--- config.mk ---
export PLATFORM = sky130hd
export DESIGN_NAME = qs_range_stack_flat
export DESIGN_NICKNAME = d
export VERILOG_FILES = /design/src/rtl/qs_range_stack_if.sv /design/src/rtl/qs_range_stack.sv /design/src/flat_wrapper.sv
export SDC_FILE = /design/constraint.sdc
export NUM_CORES = 1
export LEC_CHECK = 0
export ABC_AREA = 1
export BUFFER_PORTS_ARGS = -buffer_cell sky130_fd_sc_hd__buf_4
export CAP_MARGIN = 20
export CELL_PAD_IN_SITES_DETAIL_PLACEMENT = 1
export CELL_PAD_IN_SITES_GLOBAL_PLACEMENT = 1
export CORE_ASPECT_RATIO = 0.75
export CORE_UTILIZATION = 30
export CTS_CLUSTER_SIZE = 12
export DETAILED_ROUTE_END_ITERATION = 10
export GPL_ROUTABILITY_DRIVEN = 1
export HOLD_SLACK_MARGIN = 0.05
export PLACE_DENSITY_LB_ADDON = 0.25
export SYNTH_ARGS = -nofsm -noshare
export SYNTH_HDL_FRONTEND = slang
export SYNTH_SLANG_ARGS = --single-unit
--- constraint.sdc ---
create_clock -name clk -period 5.09 [get_ports clk]
set_input_delay 1.018 -clock clk [delete_from_list [all_inputs] [get_ports clk]]
set_output_delay 1.018 -clock clk [all_outputs]
set_load 0.05 [all_outputs]
--- src/rtl/qs_range_stack_if.sv ---
// qs_range_stack_if: push/pop command and status bundle between sort controller (master) and stack (slave)
interface qs_range_stack_if #(parameter int WORD_SIZE = 16);
  logic                 push_en;
  logic                 pop_en;
  logic [WORD_SIZE-1:0] stack_data_in1;
  logic [WORD_SIZE-1:0] stack_data_in2;
  logic [WORD_SIZE-1:0] stack_data_out1;
  logic [WORD_SIZE-1:0] stack_data_out2;
  logic [WORD_SIZE-1:0] stack_pointer;
  logic [4:0]           count;
  logic                 busy;
  logic                 done;
  logic                 full;
  logic                 empty;
  logic                 overflow_err;
  logic                 underflow_err;
  logic                 protocol_err;
  modport master (
    output push_en, pop_en, stack_data_in1, stack_data_in2,
    input  stack_data_out1, stack_data_out2, stack_pointer, count, busy, done,
           full, empty, overflow_err, underflow_err, protocol_err
  );
  modport slave (
    input  push_en, pop_en, stack_data_in1, stack_data_in2,
    output stack_data_out1, stack_data_out2, stack_pointer, count, busy, done,
           full, empty, overflow_err, underflow_err, protocol_err
  );
endinterface

--- src/rtl/qs_range_stack.sv ---
// qs_range_stack: edge-triggered (lo,hi) push/pop stack with fixed-latency done handshake
module qs_range_stack #(
  parameter int WORD_SIZE = 16,
  parameter int DEPTH     = 16,
  parameter int LAT       = 4
) (
  input logic               clk,
  input logic               reset_n,
  qs_range_stack_if.slave   bus
);
  localparam int AW = $clog2(DEPTH);
  typedef enum logic [1:0] {IDLE, EXEC, WAIT, DONE} state_t;
  state_t               state_q, state_d;
  logic [AW:0]          sp_q, sp_d;
  logic [4:0]           count_q, count_d;
  logic [WORD_SIZE-1:0] out1_q, out1_d, out2_q, out2_d, in1_q, in1_d, in2_q, in2_d;
  logic                 op_pop_q, op_pop_d;
  logic                 push_prev_q, pop_prev_q;
  logic                 ovf_q, ovf_d, unf_q, unf_d, prot_q, prot_d;
  logic [2*WORD_SIZE-1:0] mem [DEPTH];
  logic                 push_rise, pop_rise, full, empty, mem_we;
  logic [AW-1:0]        top;
  always_comb begin
    push_rise = bus.push_en & ~push_prev_q;
    pop_rise  = bus.pop_en & ~pop_prev_q;
    full      = sp_q == (AW+1)'(DEPTH);
    empty     = sp_q == '0;
    top       = sp_q[AW-1:0] - AW'(1);
    state_d   = state_q;
    sp_d      = sp_q;
    count_d   = (state_q != IDLE && count_q != 5'd31) ? count_q + 5'd1 : count_q;
    out1_d    = out1_q;
    out2_d    = out2_q;
    in1_d     = in1_q;
    in2_d     = in2_q;
    op_pop_d  = op_pop_q;
    ovf_d     = ovf_q;
    unf_d     = unf_q;
    prot_d    = prot_q;
    mem_we    = 1'b0;
    case (state_q)
      IDLE: begin
        if (push_rise && pop_rise) prot_d = 1'b1;
        else if (push_rise || pop_rise) begin
          state_d  = EXEC;
          count_d  = 5'd1;
          op_pop_d = pop_rise;
          in1_d    = bus.stack_data_in1;
          in2_d    = bus.stack_data_in2;
        end
      end
      EXEC: begin
        state_d = count_q >= 5'(LAT-2) ? DONE : WAIT;
        if (op_pop_q) begin
          unf_d  = unf_q | empty;
          sp_d   = empty ? sp_q : sp_q - 1'b1;
          out1_d = empty ? out1_q : mem[top][2*WORD_SIZE-1:WORD_SIZE];
          out2_d = empty ? out2_q : mem[top][WORD_SIZE-1:0];
        end else begin
          ovf_d  = ovf_q | full;
          sp_d   = full ? sp_q : sp_q + 1'b1;
          mem_we = !full;
        end
      end
      WAIT: state_d = count_q >= 5'(LAT-2) ? DONE : WAIT;
      default: state_d = IDLE;
    endcase
  end
  always_ff @(posedge clk) begin
    if (!reset_n) begin
      state_q     <= IDLE;
      sp_q        <= '0;
      count_q     <= '0;
      out1_q      <= '0;
      out2_q      <= '0;
      in1_q       <= '0;
      in2_q       <= '0;
      op_pop_q    <= 1'b0;
      push_prev_q <= 1'b0;
      pop_prev_q  <= 1'b0;
      ovf_q       <= 1'b0;
      unf_q       <= 1'b0;
      prot_q      <= 1'b0;
    end else begin
      state_q     <= state_d;
      sp_q        <= sp_d;
      count_q     <= count_d;
      out1_q      <= out1_d;
      out2_q      <= out2_d;
      in1_q       <= in1_d;
      in2_q       <= in2_d;
      op_pop_q    <= op_pop_d;
      push_prev_q <= bus.push_en;
      pop_prev_q  <= bus.pop_en;
      ovf_q       <= ovf_d;
      unf_q       <= unf_d;
      prot_q      <= prot_d;
    end
  end
  always_ff @(posedge clk) begin
    if (reset_n && mem_we) mem[sp_q[AW-1:0]] <= {in1_q, in2_q};
  end
  assign bus.stack_data_out1 = out1_q;
  assign bus.stack_data_out2 = out2_q;
  assign bus.stack_pointer   = WORD_SIZE'(sp_q);
  assign bus.count           = count_q;
  assign bus.busy            = state_q != IDLE;
  assign bus.done            = state_q == DONE;
  assign bus.full            = full;
  assign bus.empty           = empty;
  assign bus.overflow_err    = ovf_q;
  assign bus.underflow_err   = unf_q;
  assign bus.protocol_err    = prot_q;
endmodule

--- src/flat_wrapper.sv ---
// flat-port wrapper written by rule: the top's interface ports become plain ports
module qs_range_stack_flat 
#(
  parameter int WORD_SIZE = 16,
  parameter int DEPTH     = 16,
  parameter int LAT       = 4
)
  (clk, reset_n, bus_push_en, bus_pop_en, bus_stack_data_in1, bus_stack_data_in2, bus_stack_data_out1, bus_stack_data_out2, bus_stack_pointer, bus_count, bus_busy, bus_done, bus_full, bus_empty, bus_overflow_err, bus_underflow_err, bus_protocol_err);
  qs_range_stack_if #(.WORD_SIZE(WORD_SIZE)) bus_i ();
  input logic clk;
  input logic reset_n;
  input wire logic [$bits(bus_i.push_en)-1:0] bus_push_en;
  input wire logic [$bits(bus_i.pop_en)-1:0] bus_pop_en;
  input wire logic [$bits(bus_i.stack_data_in1)-1:0] bus_stack_data_in1;
  input wire logic [$bits(bus_i.stack_data_in2)-1:0] bus_stack_data_in2;
  output wire logic [$bits(bus_i.stack_data_out1)-1:0] bus_stack_data_out1;
  output wire logic [$bits(bus_i.stack_data_out2)-1:0] bus_stack_data_out2;
  output wire logic [$bits(bus_i.stack_pointer)-1:0] bus_stack_pointer;
  output wire logic [$bits(bus_i.count)-1:0] bus_count;
  output wire logic [$bits(bus_i.busy)-1:0] bus_busy;
  output wire logic [$bits(bus_i.done)-1:0] bus_done;
  output wire logic [$bits(bus_i.full)-1:0] bus_full;
  output wire logic [$bits(bus_i.empty)-1:0] bus_empty;
  output wire logic [$bits(bus_i.overflow_err)-1:0] bus_overflow_err;
  output wire logic [$bits(bus_i.underflow_err)-1:0] bus_underflow_err;
  output wire logic [$bits(bus_i.protocol_err)-1:0] bus_protocol_err;
  assign bus_i.push_en = bus_push_en;
  assign bus_i.pop_en = bus_pop_en;
  assign bus_i.stack_data_in1 = bus_stack_data_in1;
  assign bus_i.stack_data_in2 = bus_stack_data_in2;
  assign bus_stack_data_out1 = bus_i.stack_data_out1;
  assign bus_stack_data_out2 = bus_i.stack_data_out2;
  assign bus_stack_pointer = bus_i.stack_pointer;
  assign bus_count = bus_i.count;
  assign bus_busy = bus_i.busy;
  assign bus_done = bus_i.done;
  assign bus_full = bus_i.full;
  assign bus_empty = bus_i.empty;
  assign bus_overflow_err = bus_i.overflow_err;
  assign bus_underflow_err = bus_i.underflow_err;
  assign bus_protocol_err = bus_i.protocol_err;
  qs_range_stack #(.WORD_SIZE(WORD_SIZE), .DEPTH(DEPTH), .LAT(LAT)) u_core (.clk(clk), .reset_n(reset_n), .bus(bus_i));
endmodule
[Yosys cells after proc, flatten, opt, wreduce, memory -nomap -nowiden]
Memories as Yosys holds them, arrays and structs flattened. A register that Yosys moved wholly into a read port is not among the register bits.
Index checks and enable logic that the tools add are counted.
Storage, ports and cells
  output and inout bits: 60
  bits in writable memories: 512
  memories kept: 1
  logic and storage cells: 67
  register bits: 50
Operators by class
  eq/ne operators: 9
  reduce and logical (&&, ||, !) cells: 17
  bitwise logic cells: 9
  muxes and demuxes: 15
  $add $sub $neg: 4
  $lt $le $gt $ge: 1
Memory list
  u_core.mem: depth 16, width 32, read ports 1, clocked after memory_dff 1, write ports 1, RTL line qs_range_stack.sv:20  | logic [2*WORD_SIZE-1:0] mem [DEPTH];
Operators by type and width (number)
  5-bit 2-to-1 mux: 7
  5-bit by 1-bit adder with 5-bit output (second input constant): 2
  3-bit AND reduction: 3
  2-bit AND reduction: 4
  5-bit equality test (second input constant): 1
  5-bit by 2-bit greater-or-equal comparator with 1-bit output (second input constant): 1
  5-bit zero test: 1
  1-bit 2-to-1 mux: 5
  5-bit inequality test (second input constant): 1
  1-bit NOT: 5
  5-bit by 1-bit subtractor with 5-bit output (second input constant): 1
  2-bit equality test (second input constant): 2
  2-bit 2-to-1 mux: 2
  2-bit by 1-bit inequality test with 1-bit output (second input constant): 2
  2-bit inequality test (second input constant): 2
  2-bit case mux with 2 select lines: 1
  4-bit by 1-bit subtractor with 4-bit output (second input constant): 1
  1-bit logical AND: 3
  1-bit bitwise AND: 2
  2-bit by 1-bit equality test with 1-bit output (second input constant): 1
  1-bit zero test: 2
  2-bit zero test: 1
  1-bit bitwise OR: 2
  2-bit nonzero test: 1
  other kinds (2): 2

[Longest topological paths before layout]
Gate-level depths: netlist of the first run.
  depth after elaboration: 7
  depth in mapped cells: 15
  mapped depth without buffers: 11

[Worst setup path after synthesis of the first run]
No wires, ideal clock.
  path type: reg2reg
  start point: register u_core.sp_q[0]
  end point: memory u_core.mem[10][0] (netlist name), enable pin
  path slack: 1.250 ns
  period minus slack after synthesis: 3.840 ns
  arrival: 3.419 ns
  cell stages (with the launch flop): 13
  cell sequence: dfxtp_1 buf_2 inv_4 buf_2 buf_4 ha_1 nand2_1 nor2_1 nand2_1 nand3_1 inv_1 nand2_1 nor2_1
On the way
  cells in the longest elaborated chain, start to end: 7
Ends and longest elaborated chain
  start, declared: RTL line qs_range_stack.sv:14  | logic [AW:0] sp_q, sp_d;
  start signal, assigned: RTL line qs_range_stack.sv:86  | sp_q <= sp_d;
  5-bit equality test: RTL line qs_range_stack.sv:26  | full = sp_q == (AW+1)'(DEPTH);
  1-bit zero test: RTL line qs_range_stack.sv:62  | mem_we = !full;
  1-bit 2-to-1 mux: RTL line qs_range_stack.sv:54  | if (op_pop_q) begin
  1-bit 2-to-1 mux: RTL line qs_range_stack.sv:41  | case (state_q)
  1-bit logical AND: RTL line qs_range_stack.sv:101  | if (reset_n && mem_we) mem[sp_q[AW-1:0]] <= {in1_q, in2_q};
  1-bit 2-to-1 mux: RTL line qs_range_stack.sv:101
  1-bit 2-to-1 mux (implied by the code): RTL line qs_range_stack.sv:101
  end, declared: RTL line qs_range_stack.sv:20
Parallel ways exist; a longest one is shown, timed or not.

[Worst setup path after layout of the first run]
  start point: register u_core.sp_q[0]
  end point: output bus_empty
On the way
  cells in the longest elaborated chain, start to end: 1
Ends and longest elaborated chain
  5-bit zero test: RTL line qs_range_stack.sv:27  | empty = sp_q == '0;
  end, declared: RTL line flat_wrapper.sv:23  | output wire logic [$bits(bus_i.empty)-1:0] bus_empty;
Every way passes these cells.

==> metrics.yaml, run 1 <==
sta:
  fmax_ghz: 0.2912
  final-setup-viol-count: 0
  timing.final.crit_share_pct: 67.46
  finalClockSkew_ns: 0.01149
  whs_ns: 0.4694
  setup_slack_ns: 1.656
  setup_tns_ns: 0
  drv_slew: 0
  max_slew_margin_pct: 27.15
  hold_viol_final: 0
  rsz0062_at_grt: "false"
  period_needed_ns: 3.434
  worst_pin_slew_ns: 1.093
setup_path:
  required_ns: 4.07
  crit_fanout: 75
  crit_path_end_kind: "output port"
  arrival_ns: 2.42
  worst-setup-path-type: "flip-flop to output port"
  cp-start-kind: "flip-flop"
  reg2reg_setup_slack_ns: 1.66
synth:
  synth_area_mm2: 0.02386
  synth-seq-cells: 594
  netlist.top_cell.by_area: "edfxtp_1"
  netlist_top_cells_count: "769 x nand2_1, 512 x edfxtp_1, 421 x nand3_1"
  ys_top_cells_by_area: "edfxtp_1 64%, nand2_1 12%, nand3_1 8.8%"
  yosysWarningCount: 0
  synthDistinctLibCells: 27
  ys_seq_area_share_pct: 71.33
  yosysTopAreaCellShare_pct: 64.45
  synth-edff-count: 512
  syn_inst: 2155
  syn_area_per_cell_um2: 11.07
  synth-async-reset-ratio_pct: 0
  yosys_most_used_dff: "edfxtp_1"
  yosys.cell_count.top_type: "nand2_1"
grt:
  antenna_found_initial: 0
  grt_pass1_vias: 16465
  grt_max_degree: 99
  track_usage_pct: 17.58
  grt_pass1_wl_um: 106200
  grt_overflow: 0
placement:
  place.gp.congestion: 0.7347
  place.port_buffers: 84
  pre_cts_ws_ns: 1.650
  hpwl_um: 38150
  post_dp_cell_area_mm2: 0.02562
pwr:
  peakVddDrop_uv: 882.5
  power.density_mw_per_mm2: 623.0
  leakagePower_nw: 10.40
  p_total_mw: 17.34
clock_tree:
  numCtsBuffers: 66
  cts_max_path_buffers: 3
  clk_pin_slew_ns: 0.06
  cts_hold_buf: 0
  clock_sinks: 594
  post_cts_buffers: 0
  insertion_delay_ns: 0.59
  cts_tree: "done"
  cts-root-buf: "clkbuf_16"
  cts_max_level: 3
  cts_resized: 0
drt:
  firstDrtPassIters: 5
  drt-met1-wl_um: 33830
  wl_met2_um: 32430
  ant_nets: 0
  highest_layer: "met4"
  drt-wirelength-per-cell_um: 21.20
  vias: 16004
  wl_met3_um: 2643
  drc_errors: 0
  via_per_inst: 4.828
  drt-total-wl_um: 70280
  drt_iter0_drc: 1057
layout:
  postLayoutCellArea_mm2: 0.02783
  num_antenna_cells: 0
  regArea_mm2: 0.01702
  nets: 2270
  drive_above_1_share_pct: 10.53
  fill_cells: 8546
  area_growth_syn_to_layout_pct: 16.66
  multiInputGateArea_mm2: 0.006118
outcome:
  status: "finished clean"
floorplan:
  dieArea_mm2: 0.08067
  start_util_pct: 30.30
  coreArea_mm2: 0.07873
  rows: 89
  io_pins: 96
  die_w_um: 327.6
  die_h_um: 246.2
flow_run:
  maxCapViolCount: 0
hold_path:
  hold_path.class: "flip-flop to flip-flop"
## registers in the layout, indices dropped and copies added, names as in the netlist
| name | cells |
|---|---|
| u_core.bus.stack_data_out1 | 16 |
| u_core.state_q | 2 |
| u_core.bus.overflow_err | 1 |
| u_core.sp_q | 5 |
| u_core.push_prev_q | 1 |
| u_core.in2_q | 16 |
| u_core.bus.protocol_err | 1 |
| u_core.bus.underflow_err | 1 |
| u_core.mem | 512 |
| u_core.bus.stack_data_out2 | 16 |
| u_core.bus.count | 5 |
| u_core.pop_prev_q | 1 |
| u_core.op_pop_q | 1 |
| u_core.in1_q | 16 |
## area by class of cell
class	instances	area share, %
Clock buffer	100	6.838
Clock inverter	17	0.8632
Inverter	60	0.8497
Multi-Input combinational cell	1377	21.98
Sequential cell	594	61.16
Tap cell	1046	4.703
Timing Repair Buffer	121	3.606
## final timing paths
kind | start | end | cells after the start
worst min register to register | u_core.bus.underflow_err$_SDFFE_PN0P_ | u_core.bus.underflow_err$_SDFFE_PN0P_ | 2
worst max register to register | u_core.sp_q[0]$_SDFFE_PN0P_ | u_core.bus.stack_data_out1[12]$_SDFFE_PN0P_ | 11
worst max-delay path | u_core.sp_q[0]$_SDFFE_PN0P_ | bus_empty | 7
worst min-delay path | u_core.bus.underflow_err$_SDFFE_PN0P_ | u_core.bus.underflow_err$_SDFFE_PN0P_ | 2
## per-stage QoR
step	instances	utilization, %
floorplan	2165	-
global placement	3191	32.44
detailed placement	3195	32.54
CTS	3312	35.26
global route	3315	35.35
finish	3315	35.35
## critical path: stages, from the launching register on
cell and delay, ns:
dfxtp_4 0.35, inv_6 0.45, ha_4 0.25, nand2_1 0.09, nor2_1 0.19, nand2_1 0.16
inv_1 0.12, buf_4 0.20
## per-layer routing
| metal | GRT usage [%] | up-vias |
|---|---|---|
| li1 | - | 7485 |
| met1 | 24.48 | 8172 |
| met2 | 28.58 | 262 |
| met3 | 2.689 | 85 |
| met4 | 4.384 | 0 |
| met5 | 0 | - |
## layout by cell type (no fill, tap or decap), types with 5 or more instances in the layout
| cell type | netlist | layout |
|---|---|---|
| a21oi_1 | 45 | 45 |
| buf_12 | 0 | 6 |
| buf_4 | 26 | 114 |
| bufinv_16 | 0 | 6 |
| clkbuf_1 | 25 | 25 |
| clkbuf_16 | 0 | 69 |
| clkbuf_8 | 0 | 6 |
| clkinv_1 | 0 | 5 |
| conb_1 | 1 | 11 |
| dfxtp_1 | 82 | 81 |
| edfxtp_1 | 512 | 512 |
| ha_1 | 13 | 12 |
| inv_1 | 55 | 53 |
| inv_6 | 0 | 5 |
| nand2_1 | 769 | 767 |
| nand3_1 | 421 | 420 |
| nor2_1 | 91 | 75 |
| nor2_4 | 0 | 16 |
| o21ai_0 | 11 | 11 |
## cell families (layout without fill, tap and decap cells)
group,after synthesis,after routing,share of synthesized area (%)
compound gates,61,61,1.316
fa+ha+maj,14,14,0.7657
flops,594,594,71.33
other cells,1,11,0.01572
buf+inv,194,298,3.829
xor+xnor,7,7,0.2885
simple gates,1284,1284,22.46
## power by group
part | internal (mW) | leakage, nW | switching (mW) | total, mW
sequential | 5.71 | 5.39 | 0.342 | 6.05
combinational | 1.70 | 3.97 | 4.76 | 6.46
clock | 2.89 | 1.04 | 1.95 | 4.83
total | 10.3 | 10.4 | 7.05 | 17.3
(Power assumes the default switching activity.)
==> run 2, diff against run 1 <==
--- a/config.mk
+++ b/config.mk
@@ -5,7 +5,7 @@
 export SDC_FILE = /design/constraint.sdc
 export NUM_CORES = 1
 export LEC_CHECK = 0
-export ABC_AREA = 1
+export ABC_AREA = 0
 export BUFFER_PORTS_ARGS = -buffer_cell sky130_fd_sc_hd__buf_4
 export CAP_MARGIN = 20
 export CELL_PAD_IN_SITES_DETAIL_PLACEMENT = 1
==> constraint.sdc (replaced) <==
create_clock -name clk -period 3.58 [get_ports clk]
set_input_delay 0.716 -clock clk [delete_from_list [all_inputs] [get_ports clk]]
set_output_delay 0.716 -clock clk [all_outputs]
set_load 0.05 [all_outputs]
==> run 2 against run 1 <==
  * Worst setup slack lost 1.2 ns
  * Register-to-register slack lost 1.1 ns
  * Critical path depth shrank 2
  * Clock skew grew 0.0083 ns
  * Utilization grew 0.12 points
  * Synthesized area shrank 4.4%
  * Clock power grew 18%
  * Sequential share of layout area grew 2.6 points
  * Combinational power shrank 47%
  * Wire length shrank 17%
  * Cell area shrank 4.1%
  * Worst hold slack lost 0.13 ns
  * Critical path type unchanged
==> metrics.yaml, run 2 <==
outcome:
  status: "finished clean"
clock_tree:
  clock_sinks: 594
  cts_max_path_buffers: 3
  cts_hold_buf: 0
  cts_tree: "done"
  cts-root-buf: "clkbuf_16"
  numCtsBuffers: 58
  cts_resized: 0
  insertion_delay_ns: 0.61
  clk_pin_slew_ns: 0.06
  cts_max_level: 2
  post_cts_buffers: 0
synth:
  yosysWarningCount: 0
  ys_top_cells_by_area: "edfxtp_1 67%, mux4_2 13%, dfxtp_1 7.2%"
  synth-edff-count: 512
  ys_seq_area_share_pct: 74.57
  syn_inst: 1230
  synthDistinctLibCells: 47
  synthMuxAreaShare_pct: 12.72
  netlist.top_cell.by_area: "edfxtp_1"
  synth-seq-cells: 594
  yosys_most_used_dff: "edfxtp_1"
  synthAdderAreaFrac_pct: 0.8006
  synth-async-reset-ratio_pct: 0
  synth_top_family_by_area: "multiplexers"
  yosys.cell_count.top_type: "edfxtp_1"
  syn_area_per_cell_um2: 18.55
  synth_area_mm2: 0.02282
  synth-compound-area-share_pct: 4.951
  synth_xor_xnor_area_share_pct: 0.1919
  yosysTopAreaCellShare_pct: 67.38
  synthSimpleGateAreaFrac_pct: 4.546
  netlist_top_cells_count: "512 x edfxtp_1, 128 x mux4_2, 96 x a21oi_1"
layout:
  layout_common_cells: "512 x edfxtp_1, 128 x mux4_2, 111 x buf_4, 96 x a21oi_1, 81 x dfxtp_1"
  nets: 1397
  drive_above_1_share_pct: 26.72
  fin_cells: 2419
  area_growth_syn_to_layout_pct: 16.92
  num_antenna_cells: 0
  mostFrequentLayoutCell: "edfxtp_1"
  largest_reg_flops: 512
pwr:
  peakVddDrop_uv: 354.1
  swShare_pct: 27.78
  leakagePower_nw: 8.398
  clkPwrFrac_pct: 33.1
  p_total_mw: 17.27
  combPwrFrac_pct: 20.0
  power.density_mw_per_mm2: 647.4
  sequentialPowerShare_pct: 46.9
  internal_power_mw: 12.47
  power_switching_mw: 4.798
hold_path:
  hold_path.class: "primary input to flip-flop"
  holdPathStages: 2
grt:
  grt_pass1_wl_um: 85100
  antenna_found_initial: 0
  track_usage_pct: 15.16
  grt_pass1_vias: 12514
  grt_overflow: 0
  grt_max_degree: 82
sta:
  drv_slew: 0
  worst_pin_slew_ns: 0.8369
  rsz0062_at_grt: "false"
  timing.final.crit_share_pct: 86.72
  setup_tns_ns: 0
  fmax_ghz: 0.3221
  max_slew_margin_pct: 44.21
  finalClockSkew_ns: 0.01980
  whs_ns: 0.3411
  hold_viol_final: 0
  final-setup-viol-count: 0
  period_needed_ns: 3.105
setup_path:
  cpMaxStageDelayCell: "or3b_1"
  crit_fanout: 10
  arrival_ns: 2.39
  startpoint: "u_core.sp_q[1]$_SDFFE_PN0P_"
  reg2reg_setup_slack_ns: 0.56
  r2r_end: "u_core.bus.stack_data_out2[12]$_SDFFE_PN0P_"
  rr_startpoint: "u_core.sp_q[1]$_SDFFE_PN0P_"
  required_ns: 2.86
  critPathCapture: "bus_empty"
  crit_path_end_kind: "output port"
  cp-start-kind: "flip-flop"
  worst-setup-path-type: "flip-flop to output port"
  worstPathCellList: "inv_1, ha_4, or3b_1, nor2_2, buf_4"
  cp_slowest_stage_delay_ns: 0.46
  rr_worst_depth: 8
floorplan:
  die_h_um: 240.8
  dieArea_mm2: 0.07718
  die_w_um: 320.5
  coreArea_mm2: 0.07522
  start_util_pct: 30.34
  io_pins: 96
  rows: 87
placement:
  dpl.cell_count: 2310
  hpwl_um: 31490
  place.port_buffers: 84
  place.gp.congestion: 0.6864
drt:
  drt_iter0_drc: 797
  firstDrtPassIters: 5
  drc_errors: 0
  drt-total-wl_um: 57990
  ant_nets: 0
  via_per_inst: 4.742
  vias: 11470
  drt-wirelength-per-cell_um: 23.97
flow_run:
  maxCapViolCount: 0
## run 2: changes by cell type in the layout (fill, tap and decap cells not counted), moves of 8 or more
cell,change
a31oi_1,+34
inv_1,-43
clkbuf_1,+14
mux4_2,+128
nor2b_2,+10
buf_12,+8
o21ai_0,+25
a21oi_2,+10
nor2_1,-59
a21oi_1,+51
nand2_1,-689
clkbuf_16,-10
nand3_1,-420
nor2b_1,+58
## run 2: metrics by stage
step                      setup slack [ns]  utilization [%]  cell area (um^2)
after global routing                0.3102            35.47             26680
final                               0.4755            35.47             26680
after detailed placement            0.5582            33.18             24960
after global placement              0.7354            33.18             24960
after CTS                           0.4307            35.47             26680
after floorplan                    -0.1151                -             22870
## run 2: final cells by class
cell class,count,area (um^2)
Sequential cell,594,17020
Inverter,11,41.29
Clock buffer,100,1650
Clock inverter,9,72.57
Tap cell,1023,1280
Timing Repair Buffer,125,1114
Multi-Input combinational cell,557,5502
Fill cell,7503,48540
## run 2: worst max-delay path: cells and delay by family (launching register included)
kind	cells	cell delay (ns)
adders and majority gates	1	0.23
and+or+nand+nor	2	0.67
buffers and inverters	2	0.45
DFF	1	0.43
## run 2: how the worst min path moves through the flow
stage                     slack, ns                            startpoint                                    to
after floorplan                0.57         u_core.in1_q[15]$_SDFFE_PN0P_         u_core.in1_q[15]$_SDFFE_PN0P_
after global placement         0.46  u_core.bus.protocol_err$_SDFFE_PN0N_  u_core.bus.protocol_err$_SDFFE_PN0N_
after detailed placement       0.46  u_core.bus.protocol_err$_SDFFE_PN0N_  u_core.bus.protocol_err$_SDFFE_PN0N_
after CTS                      0.31                            bus_pop_en          u_core.pop_prev_q$_SDFF_PN0_
after global routing           0.31                            bus_pop_en          u_core.pop_prev_q$_SDFF_PN0_
final                          0.34                            bus_pop_en          u_core.pop_prev_q$_SDFF_PN0_
## run 2: logic make-up after synthesis
logic type / Yosys count
AOI/OAI and AO/OA: 193
xor gates and xnor gates: 5
adders and majority gates: 14
buffers and inverters: 89
DFF: 594
muxes: 130
other: 1
and+or+nand+nor: 204
## run 2: layer usage
layer	global-route usage, %	routed length [um]	vias up
met5	0	0	-
met4	3.596	968	0
met3	2.417	2150	64
met2	24.77	27230	196
met1	21.25	27640	6137
li1	-	-	5073
## run 2: power by group through the flow
stage | Clock, mW | Sequential (mW) | Combinational (mW)
2_1_floorplan | 0 | 8.20 | 2.47
3_3_place_gp | 0 | 8.22 | 3.52
3_5_place_dp | 0 | 8.25 | 3.53
4_1_cts | 5.89 | 8.10 | 3.54
5_1_grt | 6.13 | 8.14 | 3.74
6_report | 5.72 | 8.10 | 3.45
==> run 3, diff against run 2 <==
==> constraint.sdc (replaced) <==
create_clock -name clk -period 3 [get_ports clk]
set_input_delay 0.6 -clock clk [delete_from_list [all_inputs] [get_ports clk]]
set_output_delay 0.6 -clock clk [all_outputs]
set_load 0.05 [all_outputs]
==> run 3 against run 2 <==
  * Critical path depth is the same
  * Worst hold slack lost 0.17 ns
  * First-iteration DRC count grew 20%
  * Combinational power grew 23%
  * Utilization grew 0.59 points
  * Worst setup slack lost 0.33 ns
  * Count of clock-buffer cells in the layout is the same
  * Cell area grew 1.7%
  * Sequential share of layout area shrank 1.0 points
  * Flip-flop and latch count is the same
  * Largest power group unchanged
==> metrics.yaml, run 3 (synthesis gave the netlist of run 2 again) <==
drt:
  via_per_inst: 4.810
  drt-wirelength-per-cell_um: 24.31
  drt-total-wl_um: 58980
  vias: 11668
  firstDrtPassIters: 4
  drc_errors: 0
  drt_iter0_drc: 956
  ant_nets: 0
layout:
  nets: 1402
  regArea_mm2: 0.01702
  drive_above_1_share_pct: 28.08
  fin_cells: 2426
  multiInputGateArea_mm2: 0.005504
  num_antenna_cells: 0
  fill_cells: 7454
  layout_common_cells: "512 x edfxtp_1, 128 x mux4_2, 97 x buf_4, 96 x a21oi_1, 80 x dfxtp_1"
  final_util_pct: 36.05
  area_growth_syn_to_layout_pct: 18.85
  largest_reg_flops: 512
  mostFrequentLayoutCell: "edfxtp_1"
clock_tree:
  clk_pin_slew_ns: 0.06
  numCtsBuffers: 60
  cts_max_level: 2
  post_cts_buffers: 0
  insertion_delay_ns: 0.64
  cts-root-buf: "clkbuf_16"
  clock_sinks: 594
  cts_tree: "done"
  cts_max_path_buffers: 3
setup_path:
  cpMaxStageDelayCell: "or3b_4"
  critical-path-top-delay-family: "simple AND/OR/NAND/NOR gates"
  required_ns: 2.40
  worstPathCellList: "inv_8, ha_4, or3b_4, nor2_2, buf_4"
  startpoint: "u_core.sp_q[0]$_SDFFE_PN0P_"
  arrival_ns: 2.26
  rr_startpoint: "u_core.sp_q[3]$_SDFFE_PN0P_"
  crit_path_end_kind: "output port"
  crit_fanout: 12
  cp_slowest_stage_delay_ns: 0.44
  cp-start-kind: "flip-flop"
  worst-setup-path-type: "flip-flop to output port"
  path_buf_inv: 2
grt:
  busiest_layer: "met2"
  grt_pass1_vias: 12358
  grt_use_met3_pct: 2.157
  grt_pass1_wl_um: 85370
  track_usage_pct: 15.35
  grtUsageMet1_pct: 21.99
  grt_overflow: 0
  antenna_found_initial: 0
  grt_max_degree: 65
  gr-usage-met2_pct: 24.84
sta:
  finalClockSkew_ns: 0.04179
  max_slew_margin_pct: 52.86
  period_needed_ns: 2.857
  hold_viol_final: 0
  drv_slew: 0
  final-setup-viol-count: 0
  timing.final.crit_share_pct: 95.22
  rsz0062_at_grt: "false"
  worst_pin_slew_ns: 0.7071
  fmax_ghz: 0.3501
pwr:
  p_total_mw: 21.33
  power.density_mw_per_mm2: 786.3
  peakVddDrop_uv: 438.3
  leakagePower_nw: 8.574
floorplan:
  die_h_um: 240.8
  start_util_pct: 30.34
  io_pins: 96
  dieArea_mm2: 0.07718
  rows: 87
  die_w_um: 320.5
  coreArea_mm2: 0.07522
outcome:
  status: "finished clean"
flow_run:
  maxCapViolCount: 0
placement:
  hpwl_um: 31790
  dpl.cell_count: 2313
  place.port_buffers: 84
  place.gp.congestion: 0.6922
hold_path:
  hold_path.class: "primary input to flip-flop"
  hp-start: "bus_pop_en"
[run 3: cell count changes in the layout (fill, tap and decap cells not counted), moves of 2 or more]
cell       delta
clkinv_2      +2
buf_4        -14
bufinv_16     +2
buf_12       +17
inv_1         -2
clkbuf_8      +8
clkbuf_16     +2
clkbuf_1     -10
[run 3: worst paths after layout]
kind                            cells after the start                                          to  slack [ns]
worst min-delay path                                2                u_core.pop_prev_q$_SDFF_PN0_        0.17
worst max-delay path                                5                                   bus_empty        0.14
worst min register to register                      2        u_core.bus.protocol_err$_SDFFE_PN0N_        0.48
worst max register to register                      5  u_core.bus.stack_data_out1[3]$_SDFFE_PN0P_        0.56
[run 3: cell type report]
class,count,area share (%)
flip-flops and latches,594,62.76
multi-input cells,557,20.30
clock buffers,100,6.537
repair buffers,128,4.973
well taps,1023,4.720
clock inverters,13,0.5306
inverters,11,0.1799
[run 3: report_power, final]
part           internal, mW  switching (mW)  total, mW
Sequential             9.33           0.366       9.70
Combinational          1.82            2.44       4.25
Clock                  4.26            3.12       7.38
[run 3: timing repair]
item / in CTS / in global routing
resized for setup: 1 / 1
endpoints found under the setup margin: 1 / 1
hold buffers: 0 / 0
gates cloned: 0 / 0
[run 3: layer usage]
metal | part of all wire (%) | vias to the layer above
met4 | 1.4 | 0
met1 | 48 | 6296
li1 | - | 5097
met2 | 47 | 219
met5 | 0 | -
met3 | 3.3 | 56
[run 3: per-stage QoR]
step / hold slack (ns) / worst slack [ns] / instance area [um^2] / setup TNS, ns
2_1_floorplan: 0.5719 / -0.005847 / 22930 / -0.3742
3_3_place_gp: 0.4575 / 0.5861 / 25200 / 0
3_5_place_dp: 0.4669 / 0.5528 / 25200 / 0
4_1_cts: 0.1349 / 0.003731 / 27120 / 0
5_1_grt: 0.1565 / 0.04087 / 27120 / 0
6_report: 0.1730 / 0.1433 / 27120 / 0
